[config.mk]
export PLATFORM = sky130hd
export DESIGN_NAME = dmem_arbiter
export DESIGN_NICKNAME = d
export VERILOG_FILES = /design/src/rtl/dmem_pkg.sv /design/src/rtl/dmem_req_check.sv /design/src/rtl/dmem_arbiter.sv
export SDC_FILE = /design/constraint.sdc
export NUM_CORES = 1
export LEC_CHECK = 0
export BUFFER_PORTS_ARGS = -buffer_cell sky130_fd_sc_hd__clkbuf_2
export CAP_MARGIN = 40
export CORE_MARGIN = 3
export CORE_UTILIZATION = 40
export DETAILED_ROUTE_END_ITERATION = 10
export PLACE_DENSITY_LB_ADDON = 0.08
export RECOVER_POWER = 100
export SETUP_SLACK_MARGIN = 0.4
export SLEW_MARGIN = 10
export SYNTH_ARGS = -nofsm -noshare
export SYNTH_HDL_FRONTEND = slang
export SYNTH_SLANG_ARGS = --single-unit
[constraint.sdc]
create_clock -name clk -period 4.8 [get_ports clk]
set_input_delay 0.72 -clock clk [delete_from_list [all_inputs] [get_ports clk]]
set_output_delay 0.72 -clock clk [all_outputs]
set_load 0.01 [all_outputs]
[src/rtl/dmem_pkg.sv]
// Shared types and helpers for the data-memory arbiter.
//   size_e       : access size codes as seen on req*_size / mem_size
//   lock_state_e : states of the optional requester lock
//   bytes()      : byte count of a size code (0 for illegal codes)
//   load_extend(): zero/sign extension of raw little-endian load data
//   ERR_DATA     : load data returned for a rejected request
package dmem_pkg;

  typedef enum logic [2:0] {
    SZ_B  = 3'b000,
    SZ_H  = 3'b001,
    SZ_W  = 3'b010,
    SZ_BS = 3'b100,
    SZ_HS = 3'b101
  } size_e;

  typedef enum logic [1:0] {
    StUnlocked = 2'd0,
    StLock0    = 2'd1,
    StLock1    = 2'd2
  } lock_state_e;

  localparam logic [31:0] ERR_DATA = 32'hDEADC0DE;

  function automatic logic [2:0] bytes(input logic [2:0] size);
    case (size)
      SZ_B, SZ_BS: bytes = 3'd1;
      SZ_H, SZ_HS: bytes = 3'd2;
      SZ_W:        bytes = 3'd4;
      default:     bytes = 3'd0;
    endcase
  endfunction

  function automatic logic [31:0] load_extend(input logic [2:0] size, input logic [31:0] raw);
    case (size)
      SZ_B:    load_extend = {24'h0, raw[7:0]};
      SZ_H:    load_extend = {16'h0, raw[15:0]};
      SZ_BS:   load_extend = {{24{raw[7]}}, raw[7:0]};
      SZ_HS:   load_extend = {{16{raw[15]}}, raw[15:0]};
      default: load_extend = raw;
    endcase
  endfunction

endpackage

[src/rtl/dmem_req_check.sv]
// Combinational legality check for one requester.
//   addr : byte address of the request
//   size : size code
//   wen  : 1 = store
//   err  : 1 when the size code is illegal (or a signed store) or the access
//          runs past the end of memory
module dmem_req_check import dmem_pkg::*; #(
  parameter int unsigned MEM_BYTES = 4096
) (
  input  logic [31:0] addr,
  input  logic [2:0]  size,
  input  logic        wen,
  output logic        err
);

  logic [2:0]  nbytes;
  logic        size_ok;
  logic [32:0] last_byte;

  always_comb begin
    nbytes    = bytes(size);
    size_ok   = (nbytes != 3'd0) && !(wen && size[2]);
    // 33-bit sum so an address near 2^32 cannot wrap back into range
    last_byte = {1'b0, addr} + {30'd0, nbytes} - 33'd1;
    err       = !size_ok || (last_byte >= 33'(MEM_BYTES));
  end

endmodule

[src/rtl/dmem_arbiter.sv]
// Two-port arbiter/sequencer in front of the single-ported data memory.
// Port 0 is the load/store unit, port 1 the loader/DMA. At most one access is
// granted per cycle (round-robin on ties); its response is registered and
// pulses for one cycle on the granted port's rsp* outputs.
//   req0_* / req1_* : valid/ready request handshake, addr, size, wen, wdata, lock
//   rsp0_* / rsp1_* : registered response valid, rdata, err
//   mem_*           : memory address, size, write data/enable, read data
// Optional feature: define DMEM_ARB_LOCK_EN to let a requester hold the
// memory across several accesses via req*_lock; otherwise req*_lock is ignored.
module dmem_arbiter import dmem_pkg::*; #(
  parameter int unsigned MEM_BYTES = 4096
) (
  input  logic        clk,
  input  logic        rst,
  input  logic        req0_valid,
  output logic        req0_ready,
  input  logic [31:0] req0_addr,
  input  logic [2:0]  req0_size,
  input  logic        req0_wen,
  input  logic [31:0] req0_wdata,
  input  logic        req0_lock,
  input  logic        req1_valid,
  output logic        req1_ready,
  input  logic [31:0] req1_addr,
  input  logic [2:0]  req1_size,
  input  logic        req1_wen,
  input  logic [31:0] req1_wdata,
  input  logic        req1_lock,
  output logic        rsp0_valid,
  output logic [31:0] rsp0_rdata,
  output logic        rsp0_err,
  output logic        rsp1_valid,
  output logic [31:0] rsp1_rdata,
  output logic        rsp1_err,
  output logic [31:0] mem_addr,
  output logic [2:0]  mem_size,
  output logic [31:0] mem_wData,
  output logic        mem_wEn,
  input  logic [31:0] mem_rData
);

  logic        err0, err1;
  logic        elig0, elig1, gnt0, gnt1, accept;
  logic        sel_err, sel_wen, sel_lock;
  logic [31:0] rsp_data;
  logic        last_grant_q;  // 1 = port 1 was granted last
  logic        rsp0_valid_q, rsp0_err_q, rsp1_valid_q, rsp1_err_q;
  logic [31:0] rsp0_rdata_q, rsp1_rdata_q;
  lock_state_e lock_q;

  dmem_req_check #(.MEM_BYTES(MEM_BYTES)) u_check0 (
    .addr (req0_addr),
    .size (req0_size),
    .wen  (req0_wen),
    .err  (err0)
  );

  dmem_req_check #(.MEM_BYTES(MEM_BYTES)) u_check1 (
    .addr (req1_addr),
    .size (req1_size),
    .wen  (req1_wen),
    .err  (err1)
  );

  // Grant: a lock excludes the other port even while the owner is idle.
  always_comb begin
    elig0  = req0_valid & ~rst & (lock_q != StLock1);
    elig1  = req1_valid & ~rst & (lock_q != StLock0);
    gnt0   = elig0 & (~elig1 | last_grant_q);
    gnt1   = elig1 & (~elig0 | ~last_grant_q);
    accept = gnt0 | gnt1;
  end

  assign req0_ready = gnt0;
  assign req1_ready = gnt1;

  always_comb begin
    mem_addr  = '0;
    mem_size  = '0;
    mem_wData = '0;
    sel_err   = 1'b0;
    sel_wen   = 1'b0;
    sel_lock  = 1'b0;
    if (gnt1) begin
      mem_addr  = req1_addr;
      mem_size  = req1_size;
      mem_wData = req1_wdata;
      sel_err   = err1;
      sel_wen   = req1_wen;
      sel_lock  = req1_lock;
    end else if (gnt0) begin
      mem_addr  = req0_addr;
      mem_size  = req0_size;
      mem_wData = req0_wdata;
      sel_err   = err0;
      sel_wen   = req0_wen;
      sel_lock  = req0_lock;
    end
    // A rejected access must never reach the memory as a write.
    mem_wEn  = accept & sel_wen & ~sel_err;
    rsp_data = sel_err ? ERR_DATA : (sel_wen ? 32'h0 : load_extend(mem_size, mem_rData));
  end

  always_ff @(posedge clk or posedge rst) begin
    if (rst) begin
      rsp0_valid_q <= 1'b0;
      rsp0_err_q   <= 1'b0;
      rsp0_rdata_q <= '0;
      rsp1_valid_q <= 1'b0;
      rsp1_err_q   <= 1'b0;
      rsp1_rdata_q <= '0;
      last_grant_q <= 1'b1;
    end else begin
      rsp0_valid_q <= gnt0;
      rsp0_err_q   <= gnt0 & sel_err;
      rsp0_rdata_q <= gnt0 ? rsp_data : 32'h0;
      rsp1_valid_q <= gnt1;
      rsp1_err_q   <= gnt1 & sel_err;
      rsp1_rdata_q <= gnt1 ? rsp_data : 32'h0;
      if (accept) last_grant_q <= gnt1;
    end
  end

  assign rsp0_valid = rsp0_valid_q;
  assign rsp0_err   = rsp0_err_q;
  assign rsp0_rdata = rsp0_rdata_q;
  assign rsp1_valid = rsp1_valid_q;
  assign rsp1_err   = rsp1_err_q;
  assign rsp1_rdata = rsp1_rdata_q;

`ifdef DMEM_ARB_LOCK_EN
  lock_state_e lock_d;

  // Errored requests still move the lock: the requester asked for it.
  always_comb begin
    lock_d = lock_q;
    unique case (lock_q)
      StUnlocked: if (accept && sel_lock) lock_d = gnt1 ? StLock1 : StLock0;
      StLock0:    if (gnt0 && !req0_lock) lock_d = StUnlocked;
      StLock1:    if (gnt1 && !req1_lock) lock_d = StUnlocked;
      default:    lock_d = StUnlocked;
    endcase
  end

  always_ff @(posedge clk or posedge rst) begin
    if (rst) lock_q <= StUnlocked;
    else     lock_q <= lock_d;
  end
`else
  logic lock_unused;
  assign lock_q      = StUnlocked;
  assign lock_unused = sel_lock ^ req0_lock ^ req1_lock;
`endif

endmodule

Yosys cells after proc, flatten, opt, wreduce, memory -nomap -nowiden
Cells that the tools add are included.
Word-level totals
  register bits after elaboration: 69
  bits in latches: 0
  RAM bits: 0
  ROM bits: 0
  input port bits: 174
  memories: 0
Operators by class
  add/sub/neg operators: 4
  multiply operators: 0
  divide/modulo/power cells: 0
  $lt $le $gt $ge: 2
  equality and inequality tests: 11
  shift-type cells: 0
  multiplexer cells: 17
  bitwise logic cells: 16
  reduce and logical (&&, ||, !) cells: 19
Operators by type and width (number)
  $mux W32: 8
  $pmux W32 S4: 1
  $add A32 B3 Y33: 2
  $ge A33 B13 Y1 const B: 2
  $sub A33 B1 Y33 const B: 2
  $eq A3 B3 Y1 const B: 6
  $pmux W3 S3: 2
  $eq A3 B1 Y1 const B: 3
  $logic_not A3 Y1: 3
  $and A1 B1 Y1: 8
  $reduce_or A2 Y1: 4
  $eq A3 B2 Y1 const B: 2
  $mux W3: 2
  $reduce_bool A3 Y1: 2
  $not A1 Y1: 5
  $logic_and A1 B1 Y1: 4
  $logic_not A1 Y1: 4
  $mux W1: 4
  $or A1 B1 Y1: 3
  $logic_or A1 B1 Y1: 2

Depth between registers and ports, before layout
  depth in word-level cells: 12
  depth in mapped cells: 17

Modules after synthesis
From an unflattened synthesis, not the netlist that was laid out.
Unflattened totals
  cell total of the unflattened synthesis: 874
  area, all modules: 7005.5 um^2
Modules (own cells, without submodules)
  dmem_arbiter: times used 1, cells an instance 316, area an instance 3226.8 um^2, sequential area each 1727.9 um^2
  dmem_req_check (u_check0): times used 1, cells an instance 289, area an instance 1995.7 um^2, sequential area each 0.0 um^2
  dmem_req_check (u_check1): times used 1, cells an instance 269, area an instance 1783.0 um^2, sequential area each 0.0 um^2

Worst setup path before layout
Ideal clock, no wire load.
  kind: in2out
  start point: input port req1_size[1]
  end point: output port mem_wEn
  arrival: 4.161 ns
  slack: -0.081 ns
  stages on the path: 17
  cell sequence: or2_2 -> ha_1 -> inv_1 -> ha_1 -> inv_1 -> fa_1 -> nand2b_1 -> a21oi_1 -> o21a_2 -> o31a_1 -> xnor2_1 -> o41ai_1 -> or4_4 -> nor4b_4 -> a32oi_1 -> buf_6 -> nor2_1
Between the ends
  cells in the longest elaborated chain, start to end: 10
  elaborated cells between the ends (all ways): 18
  classes of those cells: 2 x add/sub; 1 x order compare; 4 x eq/ne; 2 x mux; 2 x bitwise; 7 x reduce/logical
Ends and longest elaborated chain
  from (decl): RTL line dmem_arbiter.sv:25  | input logic [2:0] req1_size,
  $eq A3 B1 Y1 (tied with other cells): RTL line dmem_pkg.sv:26  | case (size)
  $reduce_or A2 Y1: RTL line dmem_pkg.sv:26
  $pmux W3 S3 (*): RTL line dmem_pkg.sv:26
  $add A32 B3 Y33 or $reduce_bool A3 Y1 (tied branches): RTL line dmem_req_check.sv:24, dmem_req_check.sv:22
  $sub A33 B1 Y33 or $logic_and A1 B1 Y1 (tied branches): RTL line dmem_req_check.sv:24, dmem_req_check.sv:22
  $ge A33 B13 Y1 or $logic_not A1 Y1 (tied branches): RTL line dmem_req_check.sv:25  | err = !size_ok || (last_byte >= 33'(MEM_BYTES));
  $logic_or A1 B1 Y1 (*): RTL line dmem_req_check.sv:25
  $mux W1 (*): RTL line dmem_arbiter.sv:84  | if (gnt1) begin
  $not A1 Y1 (*): RTL line dmem_arbiter.sv:100  | mem_wEn = accept & sel_wen & ~sel_err;
  $and A1 B1 Y1 (*): RTL line dmem_arbiter.sv:100
  to (decl): RTL line dmem_arbiter.sv:38  | output logic mem_wEn,
Every way passes the cells marked *; elsewhere a longest branch is shown, timed or not.

Worst setup path after layout
  start point: input port req1_size[0]
  end point: output port mem_wEn
Same word-level chain as after synthesis.

==> flow_summary.toml <==
[grt]
grt_pass1_wl_um = 41500
antenna_found_initial = 0
grt_remaining_overflow = 0
grt_max_degree = 70
first_global_vias = 8153
track_usage = 0.250

[sta]
worst_pin_slew_ns = 3.51
finalSetupViolCount = 1
slew_viol_final = 92
slew_headroom = -1.34
setup_ws_ns = -0.115
finalCritPeriodShare = 1.02
layout_min_cycle_time_ns = 4.92
fmax_mhz = 203
finalClockSkew_ns = 0.00357
rsz0062_at_grt = "yes"
finalHoldViolations = 0

[placed_design]
dpl_worst_slack_ns = -0.372
dp_hpwl_um = 22100
gp_congestion = 0.932
io_buffers = 309

[synth]
yosys.area.top_type = "dfrtp_1"
syn_avg_cell_area_um2 = 7.79
synth_top_area_frac = 0.228
synth_edf_count = 0
synthDistinctLibCells = 83
postSynthCellCount = 957
ys_warn_count = 0
synth-seq-area-share = 0.232
synth_nets = 1201
syn-cell-area_mm2 = 0.00745
async_flop_share = 1.00
synthTopCellsByArea = "dfrtp_1, ha_1, a21oi_1, inv_1, nand2_1"
ys_seq_elements = 69
ys.flop_type = "dfrtp_1"

[clock_network]
cts.root.buffer_cell = "clkbuf_16"
cts.sinks = 69
ctsHoldBuffers = 0
clk_pin_slew_ns = 0.06
numCtsBuffers = 9
htreeDepth = 3
clk_latency_ns = 0.33
cts_tree = "built"
clockBufferDepth = 2

[floorplan]
die_area_mm2 = 0.0203
initial_core_util = 0.411
die_width_um = 143
fp-row-count = 49
design.core.area_mm2 = 0.0181
dieHeight_um = 143
boundaryPins = 312

[finish]
nets = 1556
drive_gt1_frac = 0.300
diodes = 0
areaGrowthSynthToFinish_pct = 38.7

[worst_setup_path]
start_kind = "input port"
critPathMaxFanout = 4
crit_path_end_kind = "primary output"
reg2reg_slack_ns = 1.27
critical_path_class = "input port to primary output"
crit_end = "mem_wEn"
r2r_end = "rsp1_rdata[9]$_DFF_PP0_"
rr_startpoint = "last_grant_q$_DFFE_PP1N_"
worstSetupStartpoint = "req1_size[0]"
reg2regPathDepth = 9
required_ns = 4.08
arrival_ns = 4.20

[detailed_routing]
dr.pass1.iters = 5
routedWlPerCell_um = 17.8
drc = 0
ant_nets = 0
vias = 8603
drtIter0Drc = 425
post_drt_via_cell_ratio = 5.56
wl_um = 27500

[power_and_ir_drop]
p_total_mw = 2.44
p_leak_nw = 5.07
vdd_ir_drop_max_mv = 0.133
cellPowerDensity_mw_per_mm2 = 236

[run_status]
status = "finished with violations"
violations = "capacitance limit, slew limit, setup timing"

[run]
max_cap_viol_count = 2

[min_path]
min_path_type = "flop to flop"
==> worst min-delay path by stage <==
stage,startpoint,cells past startpoint,end,slack (ns)
floorplan,last_grant_q$_DFFE_PP1N_,2,last_grant_q$_DFFE_PP1N_,0.47
global placement,last_grant_q$_DFFE_PP1N_,2,last_grant_q$_DFFE_PP1N_,0.49
detailed placement,last_grant_q$_DFFE_PP1N_,2,last_grant_q$_DFFE_PP1N_,0.50
CTS,last_grant_q$_DFFE_PP1N_,2,last_grant_q$_DFFE_PP1N_,0.51
global route,last_grant_q$_DFFE_PP1N_,2,last_grant_q$_DFFE_PP1N_,0.52
finish,last_grant_q$_DFFE_PP1N_,2,last_grant_q$_DFFE_PP1N_,0.50
==> synthesized netlist by cell type, types with 6 or more instances <==
library cell    n
a22o_1         37
a211oi_1       10
nor3b_2         6
buf_2           6
xor2_1         11
nor2b_1        12
mux2i_1         8
clkbuf_1       27
nand2_1        88
nand4_1        13
a21boi_0        6
xnor2_1        17
o211ai_1       10
nand2b_1        9
nor2_1         51
o22ai_1        35
and2_1          8
nor3_1         27
nand3_1        14
o21bai_1        9
o21a_1         11
a31oi_1         7
o21ai_0        54
a21o_1         23
dfrtp_1        68
or3_1           6
inv_1          89
a21oi_1       106
ha_1           68
and4b_1         6
and3_1          9
==> flip-flops by register name (all words and copies together) (netlist names) <==
name          cells
last_grant_q      1
rsp0_err          1
rsp0_rdata       32
rsp0_valid        1
rsp1_err          1
rsp1_rdata       32
rsp1_valid        1
==> routing by layer <==
layer,routed length [um],GRT usage,up-vias
met4,565,0.0650,0
met3,1600,0.0245,43
li1,-,-,4268
met5,0,0,-
met1,12200,0.343,4009
met2,13100,0.423,283
==> metrics by stage <==
| step | instance area (um2) | hold slack [ns] | instances | setup TNS [ns] | util |
|---|---|---|---|---|---|
| 2_1_floorplan | 7570 | 0.470 | 957 | 0 | - |
| 6_report | 10300 | 0.502 | 1546 | -0.115 | 0.570 |
| 3_5_place_dp | 9730 | 0.498 | 1514 | -0.627 | 0.536 |
| 5_1_grt | 10300 | 0.522 | 1546 | -0.307 | 0.570 |
| 4_1_cts | 10200 | 0.507 | 1539 | -0.0940 | 0.562 |
| 3_3_place_gp | 9700 | 0.493 | 1513 | -0.274 | 0.534 |
==> area by class of cell <==
| class | count | area (um2) |
|---|---|---|
| Fill cell | 1795 | 7810 |
| Multi-Input combinational cell | 758 | 5550 |
| Timing Repair Buffer | 383 | 2080 |
| Sequential cell | 69 | 1730 |
| Inverter | 91 | 342 |
| Tap cell | 229 | 287 |
| Clock buffer | 9 | 225 |
| Clock inverter | 7 | 123 |
==> kinds of logic (layout without fill, tap and decap cells) <==
family,Yosys count,count (layout),share of synthesized area
XOR/XNOR,28,28,0.0329
AO/OA/AOI/OAI,365,365,0.328
buffers and inverters,131,490,0.0691
flip-flops,69,69,0.232
adder cells (fa/ha/maj),70,70,0.120
multiplexers,12,12,0.0168
AND/OR/NAND/NOR,282,283,0.202
==> power by group <==
group          switching [mW]  leakage [nW]  internal (mW)
clock                   0.246         0.162          0.509
combinational           0.620          3.98          0.442
sequential            0.00982         0.923          0.612
total                   0.876          5.07           1.56
==> layout by cell type, fill, tap and decap left out, types with 7 or more instances in the layout <==
cell and n:
o21ai_2 9, a21o_1 22, nor3_1 26, a22o_1 37
o21ai_0 46, nor2b_1 12, xor2_1 11, a31oi_1 7
buf_4 58, o21a_1 11, buf_6 10, o211ai_1 10
xnor2_1 17, mux2i_1 8, dfrtp_1 68, and2_1 8
inv_1 87, nand2_1 88, nand2b_1 7, clkbuf_2 210
a211oi_1 8, clkbuf_16 10, o22ai_1 33, nor2_1 48
nand4_1 13, nand3_1 14, ha_1 64, o21bai_1 9
a21oi_2 22, a21oi_1 83, clkbuf_1 99
==> worst max-delay path, cell delays in order <==
cell and delay [ns]:
buf_8 0.10, or2_4 0.25, ha_4 0.15, inv_2 0.05, ha_4 0.13, inv_2 0.04
fa_2 0.34, nand2b_4 0.17, a21oi_4 0.19, buf_6 0.12, o211ai_1 0.12, a31oi_1 0.23
xnor2_1 0.19, nand3_1 0.10, or4_4 0.56, nor4b_4 0.35, a32oi_2 0.16, nor2_4 0.12
buf_8 0.11
==> what timing repair did <==
item                       in CTS  in global routing
gates resized for setup        14                 60
buffers inserted                9                  4
pin swaps                      23                  6
setup endpoints to repair      30                 61
gates cloned                    0                  2
No activity file was read; power rests on OpenSTA's default activity.
